--- src/rtl/cpu_pkg.sv ---
// Shared types and constants for the EXE-stage iterative divider.
// Imported by the divider controller and its restoring-step datapath.
package cpu_pkg;

  localparam int DIV_WIDTH = 32;

  // Quotient reported for any divide by zero.
  localparam logic [DIV_WIDTH-1:0] DBZ_QUOT = 32'hFFFF_FFFF;

  typedef enum logic [1:0] {
    IDLE = 2'd0,
    ITER = 2'd1,
    FIX  = 2'd2,
    DONE = 2'd3
  } div_state_e;

endpackage

--- src/rtl/div_step.sv ---
// One combinational restoring-division step: shift in a dividend bit,
// trial-subtract the divisor, keep the difference when it is non-negative.
module div_step
  import cpu_pkg::*;
#(
  parameter int WIDTH = DIV_WIDTH
) (
  input  logic [WIDTH:0]   rem_in,
  input  logic             dividend_bit,
  input  logic [WIDTH-1:0] divisor,
  output logic [WIDTH:0]   rem_out,
  output logic             quot_bit
);

  logic [WIDTH:0]   shifted;
  logic [WIDTH+1:0] diff;

  always_comb begin
    shifted  = {rem_in[WIDTH-1:0], dividend_bit};
    diff     = {1'b0, shifted} - {2'b00, divisor};
    // A set top bit on entry means the true shifted value exceeds any divisor,
    // so the subtract always succeeds and the modular difference is exact.
    quot_bit = rem_in[WIDTH] | ~diff[WIDTH+1];
    rem_out  = quot_bit ? diff[WIDTH:0] : shifted;
  end

endmodule

--- src/rtl/exe_div_ctrl.sv ---
// Sequencer for the EXE-stage 32-step restoring divider: magnitude divide,
// sign fixup, result hold under backpressure, and flush on cancel.
module exe_div_ctrl
  import cpu_pkg::*;
#(
  parameter int WIDTH = DIV_WIDTH
) (
  input  logic             clk,
  input  logic             reset,
  input  logic             req_valid,
  output logic             req_ready,
  input  logic             req_signed,
  input  logic [WIDTH-1:0] req_x,
  input  logic [WIDTH-1:0] req_y,
  input  logic             cancel,
  output logic             res_valid,
  input  logic             res_ready,
  output logic [WIDTH-1:0] res_quot,
  output logic [WIDTH-1:0] res_rem,
  output logic             res_dbz,
  output logic             busy
);

  // Handshakes: a request transfers on a clock edge where req_valid & req_ready;
  // a result transfers where res_valid & res_ready. res_valid never depends
  // combinationally on inputs, and held results stay stable until taken.

  localparam int CW = $clog2(WIDTH);

  div_state_e       state;
  div_state_e       next_state;
  logic [CW-1:0]    count;
  logic [WIDTH:0]   part_rem;
  logic [WIDTH-1:0] dq;        // dividend bits shift out the top, quotient bits in at the bottom
  logic [WIDTH-1:0] y_mag;
  logic             neg_quot;
  logic             neg_rem;
  logic             accept;
  logic             req_dbz;
  logic [WIDTH:0]   step_rem;
  logic             step_q;

  assign req_dbz = (req_y == '0);

  div_step #(.WIDTH(WIDTH)) u_step (
    .rem_in       (part_rem),
    .dividend_bit (dq[WIDTH-1]),
    .divisor      (y_mag),
    .rem_out      (step_rem),
    .quot_bit     (step_q)
  );

  always_comb begin
    next_state = state;
    req_ready  = ~cancel & ((state == IDLE) | ((state == DONE) & res_ready));
    accept     = req_valid & req_ready;
    case (state)
      IDLE: if (accept) next_state = req_dbz ? DONE : ITER;
      ITER: if (count == CW'(WIDTH - 1)) next_state = FIX;
      FIX:  next_state = DONE;
      DONE: begin
        if (accept)         next_state = req_dbz ? DONE : ITER;
        else if (res_ready) next_state = IDLE;
      end
      default: next_state = IDLE;
    endcase
    if (cancel) next_state = IDLE;
  end

  always_ff @(posedge clk or posedge reset) begin
    if (reset) begin
      state     <= IDLE;
      res_valid <= 1'b0;
      busy      <= 1'b0;
    end else begin
      state     <= next_state;
      res_valid <= (next_state == DONE);
      busy      <= (next_state != IDLE);
    end
  end

  always_ff @(posedge clk or posedge reset) begin
    if (reset) begin
      count    <= '0;
      part_rem <= '0;
      dq       <= '0;
      y_mag    <= '0;
      neg_quot <= 1'b0;
      neg_rem  <= 1'b0;
      res_quot <= '0;
      res_rem  <= '0;
      res_dbz  <= 1'b0;
    end else begin
      if (accept) begin
        count    <= '0;
        part_rem <= '0;
        dq       <= (req_signed & req_x[WIDTH-1]) ? -req_x : req_x;
        y_mag    <= (req_signed & req_y[WIDTH-1]) ? -req_y : req_y;
        neg_quot <= req_signed & (req_x[WIDTH-1] ^ req_y[WIDTH-1]);
        neg_rem  <= req_signed & req_x[WIDTH-1];
        if (req_dbz) begin
          res_quot <= DBZ_QUOT;
          res_rem  <= req_x;
          res_dbz  <= 1'b1;
        end
      end else if (state == ITER) begin
        count    <= count + 1'b1;
        part_rem <= step_rem;
        dq       <= {dq[WIDTH-2:0], step_q};
      end
      // Results load only when FIX actually hands over to DONE.
      if ((state == FIX) && !cancel) begin
        res_quot <= neg_quot ? -dq : dq;
        res_rem  <= WIDTH'(neg_rem ? -part_rem : part_rem);
        res_dbz  <= 1'b0;
      end
    end
  end

endmodule
--- config.mk ---
export PLATFORM = sky130hd
export DESIGN_NAME = exe_div_ctrl
export DESIGN_NICKNAME = d
export VERILOG_FILES = /design/src/rtl/cpu_pkg.sv /design/src/rtl/div_step.sv /design/src/rtl/exe_div_ctrl.sv
export SDC_FILE = /design/constraint.sdc
export NUM_CORES = 1
export LEC_CHECK = 0
export CAP_MARGIN = 30
export CELL_PAD_IN_SITES_DETAIL_PLACEMENT = 1
export CELL_PAD_IN_SITES_GLOBAL_PLACEMENT = 1
export CORE_MARGIN = 5
export CORE_UTILIZATION = 39
export DETAILED_ROUTE_END_ITERATION = 7
export GPL_ROUTABILITY_DRIVEN = 0
export HOLD_SLACK_MARGIN = 0.05
export PLACE_DENSITY = 0.87
export SYNTH_ARGS = -nofsm -noshare
export SYNTH_HDL_FRONTEND = slang
export SYNTH_HIERARCHICAL = 1
export SYNTH_SLANG_ARGS = --single-unit
export TNS_END_PERCENT = 10
--- constraint.sdc ---
create_clock -name clk -period 6.11 [get_ports clk]
set_input_delay 1.222 -clock clk [delete_from_list [all_inputs] [get_ports clk]]
set_output_delay 1.222 -clock clk [all_outputs]
set_load 0.01 [all_outputs]
## After elaboration in Yosys (flattened, before gate mapping)

Index checks and enable logic that the tools add are counted.

- $add $sub $neg: 6
- Eq/ne operators: 5
- Muxes and demuxes: 27
- Bitwise logic cells: 11
- Reduce and logical (&&, ||, !) cells: 9

Operators with widths:

| cell | count |
|---|---|
| two-way mux 32 bit | 12 |
| negator 32 bit | 4 |
| two-way mux 33 bit | 3 |
| subtractor 33 x 32 -> 34 bit | 1 |
| logical NOT 32 bit | 1 |
| two-way mux 2 bit | 6 |
| two-way mux 5 bit | 2 |
| one-hot mux 2 bit (4 select lines) | 1 |
| nonzero test 2 bit | 4 |
| bitwise AND 1 bit | 6 |
| equality test 2 bit (second input constant) | 3 |
| adder 5 x 1 -> 5 bit (second input constant) | 1 |
| equality test 5 bit (second input constant) | 1 |
| two-way mux 1 bit | 3 |
| equality test 2 x 1 -> 1 bit (second input constant) | 1 |
| logical NOT 2 bit | 1 |
| NOT 1 bit | 2 |
| OR 1 bit | 2 |
| AND reduction 2 bit | 1 |
| logical AND 1 bit | 1 |
| logical NOT 1 bit | 1 |
| bitwise XOR 1 bit | 1 |

- Register bits: 173
- Input bits: 70
- Output and inout port bits: 68
- Logic and storage cells: 70

## Depth between registers and ports, before layout

- Word-level depth: 9
- Depth in mapped cells: 15

## Cells and area by module

The synthesis kept the hierarchy.

Modules (own cells, without submodules):

| module | times used | cells each | area each (um2) |
|---|---|---|---|
| exe_div_ctrl | 1 | 1106 | 9959.6 |
| div_step | 1 | 348 | 2367.3 |

## Worst setup path after synthesis

OpenSTA, ideal clock, no wires.

- Kind: in2reg
- Start: input req_x[2]
- End: register dq[30]
- Setup time: 137 ps
- Data arrival time: 2931 ps
- Required time: 5973 ps
- Path slack: 3042 ps
- Stages: 6
- Path through: clkbuf_1 > or4_1 > or4b_1 > o31ai_1 > xor2_1 > a21oi_1

- Cells in the longest elaborated chain, start to end: 3

Ends and longest elaborated chain:

| element | line | RTL |
|---|---|---|
| from (decl) | exe_div_ctrl.sv:13 | `input logic [WIDTH-1:0] req_x,` |
| negator 32 bit | exe_div_ctrl.sv:97 | `dq <= (req_signed & req_x[WIDTH-1]) ? -req_x : req_x;` |
| two-way mux 32 bit | exe_div_ctrl.sv:97 |  |
| two-way mux 32 bit | exe_div_ctrl.sv:94 | `if (accept) begin` |
| to (signal assigned) | exe_div_ctrl.sv:97 |  |
| to (signal assigned) | exe_div_ctrl.sv:109 | `dq <= {dq[WIDTH-2:0], step_q};` |
| to (decl) | exe_div_ctrl.sv:34 | `logic [WIDTH-1:0] dq;` |

Every way passes these cells.
A chain may end at the register's enable or synchronous reset.

## Final worst setup path

- Start: input res_ready
- End: output req_ready

- Cells in the longest elaborated chain, start to end: 3

Ends and longest elaborated chain:

| element | line | RTL |
|---|---|---|
| from (decl) | exe_div_ctrl.sv:17 | `input logic res_ready,` |
| bitwise AND 1 bit | exe_div_ctrl.sv:55 | `req_ready = ~cancel & ((state == IDLE) \| ((state == DONE) & res_ready));` |
| OR 1 bit | exe_div_ctrl.sv:55 |  |
| bitwise AND 1 bit | exe_div_ctrl.sv:55 |  |
| to (decl) | exe_div_ctrl.sv:11 | `output logic req_ready,` |

Every way passes these cells.

==> impl_metrics.json <==
{
  "cp-start-kind": "input pin",
  "crit_type": "in -> out",
  "synth_compound_area_share_pct": 20.0,
  "cts.sinks": 173,
  "dr.pass1.iters": 5,
  "place_hpwl_um": 30100,
  "finalCritPeriodShare_pct": 64.6,
  "routedWlPerCell_um": 20.8,
  "track_usage_pct": 22.6,
  "synth_top_family_by_area": "compound AO/OA/AOI/OAI gates",
  "antenna_cells": 0,
  "ctsResizeCount": 0,
  "clkTransAtPathRegs_ns": 0.08,
  "die_h_um": 188,
  "timing.slew.headroom_pct": 30.3,
  "fmaxAchievable_mhz": 253,
  "crit_cells": 5,
  "fin_total_pwr_mw": 7.00,
  "worst_pin_slew_ns": 1.03,
  "crit_chain": "clkdlybuf4s50_1 -> and3_1 -> nor2_1 -> nor2_1 -> clkdlybuf4s50_1",
  "rsz0062_at_grt": "no",
  "drc": 0,
  "root_buffer": "clkbuf_16",
  "core_mm2": 0.0314,
  "area_growth_syn_to_layout_pct": 19.0,
  "whs_path_depth": 2,
  "synthCells": 1454,
  "min_period_ns": 3.95,
  "ys_ff_latch": 173,
  "layout-drive-gt1-share_pct": 6.75,
  "synth_mux_area_share_pct": 6.82,
  "synth_largest_area_cell": "dfrtp_1",
  "hold_viol": 0,
  "hp-class": "reg -> reg",
  "initial_core_util_pct": 39.3,
  "grt_max_degree": 80,
  "synth_nets": 1563,
  "avgSynthCellArea_um2": 8.48,
  "hold-path-endpoint": "y_mag[11]$_DFFE_PP0P_",
  "synth_cell_type_count": 76,
  "synth_commonest_cells": "nand2_1, dfrtp_1, a21oi_1",
  "slew_viol_final": 0,
  "ant_nets": 0,
  "p_per_area_mw_per_mm2": 477,
  "cts-buffers-inserted": 17,
  "cp_num_buf_inv": 2,
  "reg2reg_to": "part_rem[12]$_DFFE_PP0P_",
  "overflow": 0,
  "r2r_cells": 12,
  "yosys_warnings": 6,
  "synthSimpleGateAreaFrac_pct": 19.5,
  "post-route-util_pct": 46.7,
  "finalSetupViolations": 0,
  "clk_latency_ns": 0.45,
  "viasPerCell": 5.88,
  "async_reset_ff_share_pct": 100,
  "synth_most_common_cell": "nand2_1",
  "register_area_mm2": 0.00433,
  "leakage_nw": 6.39,
  "yosysSeqAreaShare_pct": 35.1,
  "hold_buffers": 0,
  "finalSetupTns_ns": 0,
  "fillCellCount": 3687,
  "worstPathArrival_ns": 2.72,
  "status": "finished clean",
  "cts_tree": "built",
  "synth-xor-area-share_pct": 9.73,
  "rows": 65,
  "critPathMaxFanout": 4,
  "synth-adder-area-share_pct": 4.02,
  "multi_input_area_mm2": 0.00745,
  "cpPeakStageDelay_ns": 0.56,
  "stdcell_area_mm2": 0.0147,
  "cp_top_family": "buffers and inverters",
  "min-delay-start": "y_mag[11]$_DFFE_PP0P_",
  "post-cts-setup-buffers": 0,
  "fin_nets": 1652,
  "ios": 138,
  "place_area_mm2": 0.0140,
  "r2r-start": "part_rem[5]$_DFFE_PP0P_",
  "critPathCaptureType": "output port",
  "r2r_slack_ns": 2.69,
  "crit_slowest_cell": "clkdlybuf4s50_1",
  "cap_violations": 0,
  "die_area_mm2": 0.0353,
  "yosysTopAreaCellShare_pct": 35.1,
  "drt_wl_total_um": 40700,
  "skew_ns": 0.0167,
  "grt_pass1_wl_um": 65600,
  "crit_required_ns": 4.89,
  "htreeDepth": 4,
  "antenna_found_initial": 0,
  "drt_iter0_drc": 686,
  "synth_area_leaders": "dfrtp_1, nand2_1, xor2_1",
  "synthFlopType": "dfrtp_1",
  "synth_edf_count": 0,
  "io_buffers": 137,
  "grt_pass1_vias": 12000,
  "chipWidth_um": 188,
  "peakVddDrop_v": 0.000249,
  "cts.path.max_buffers": 2,
  "vias": 11500,
  "syn_area_mm2": 0.0123
}
[layout by cell type, fill, tap and decap left out, drive strengths merged, types with 8 or more instances in the layout]
cell	count
clkbuf	17
nor2	69
o21ai	84
nand4	13
nor4	16
mux2	21
or4	12
a31oi	27
a21oi	121
o41ai	28
inv	73
and3	33
nand3	42
nor3	30
a2bb2oi	26
and2	8
a21o	11
dfrtp	173
o31ai	32
clkdlybuf4s50	137
mux2i	57
xor2	84
nand2b	11
xnor2	53
ha	38
buf	16
nand2	231
or3	11
[worst min-delay path, stage by stage (launching register included)]
cell	delay, ns
dfrtp_1	0.35
nand2_1	0.04
o21ai_0	0.06
[registers in the layout (all words and copies together), names as in the netlist]
signal and count:
part_rem 33, dq 32, res_quot 32, res_rem 32, y_mag 32, count 5, state 2, busy 1
neg_quot 1, neg_rem 1, res_dbz 1, res_valid 1
[worst max path at each step]
stage / from / endpoint / slack (ns)
global placement: req_y[0] / res_quot[3]$_DFFE_PP0P_ / 2.16
detailed placement: req_y[0] / res_rem[27]$_DFFE_PP0P_ / 1.93
finish: res_ready / req_ready / 2.16
floorplan: reset / busy$_DFF_PP0_ / 0.20
CTS: res_ready / req_ready / 2.16
global route: res_ready / req_ready / 2.10
[cell families after synthesis]
group | after synthesis
muxes | 78
and+or+nand+nor | 505
buffers and inverters | 147
adders and majority gates | 39
xor gates and xnor gates | 137
DFF | 173
AOI/OAI and AO/OA | 375
[area by class of cell]
class / count / area share (%)
Clock buffer: 17 / 2.90
Clock inverter: 15 / 1.27
Inverter: 64 / 1.69
Multi-Input combinational cell: 1134 / 50.8
Sequential cell: 173 / 29.5
Tap cell: 402 / 3.43
Timing Repair Buffer: 153 / 10.4
[power by group]
part / switching, mW / leakage [nW] / internal, mW
Clock: 0.573 / 0.298 / 0.560
Sequential: 0.554 / 2.12 / 1.57
Combinational: 1.99 / 3.97 / 1.75
[metrics by stage]
step,instances,setup WS (ns),hold slack [ns]
global placement,1923,2.16,0.462
CTS,1957,2.16,0.488
finish,1958,2.16,0.480
floorplan,1454,0.200,0.449
global route,1958,2.10,0.505
detailed placement,1925,1.93,0.470
[metal layers]
metal  vias to the layer above  share of wire, %  global-route usage (%)
li1                       5377                 -                       -
met1                      5718                43                    28.9
met2                       350                49                    39.0
met3                        74               4.9                    3.50
met4                         0               3.1                    7.91
met5                         -                 0                       0
(Power assumes the default switching activity.)
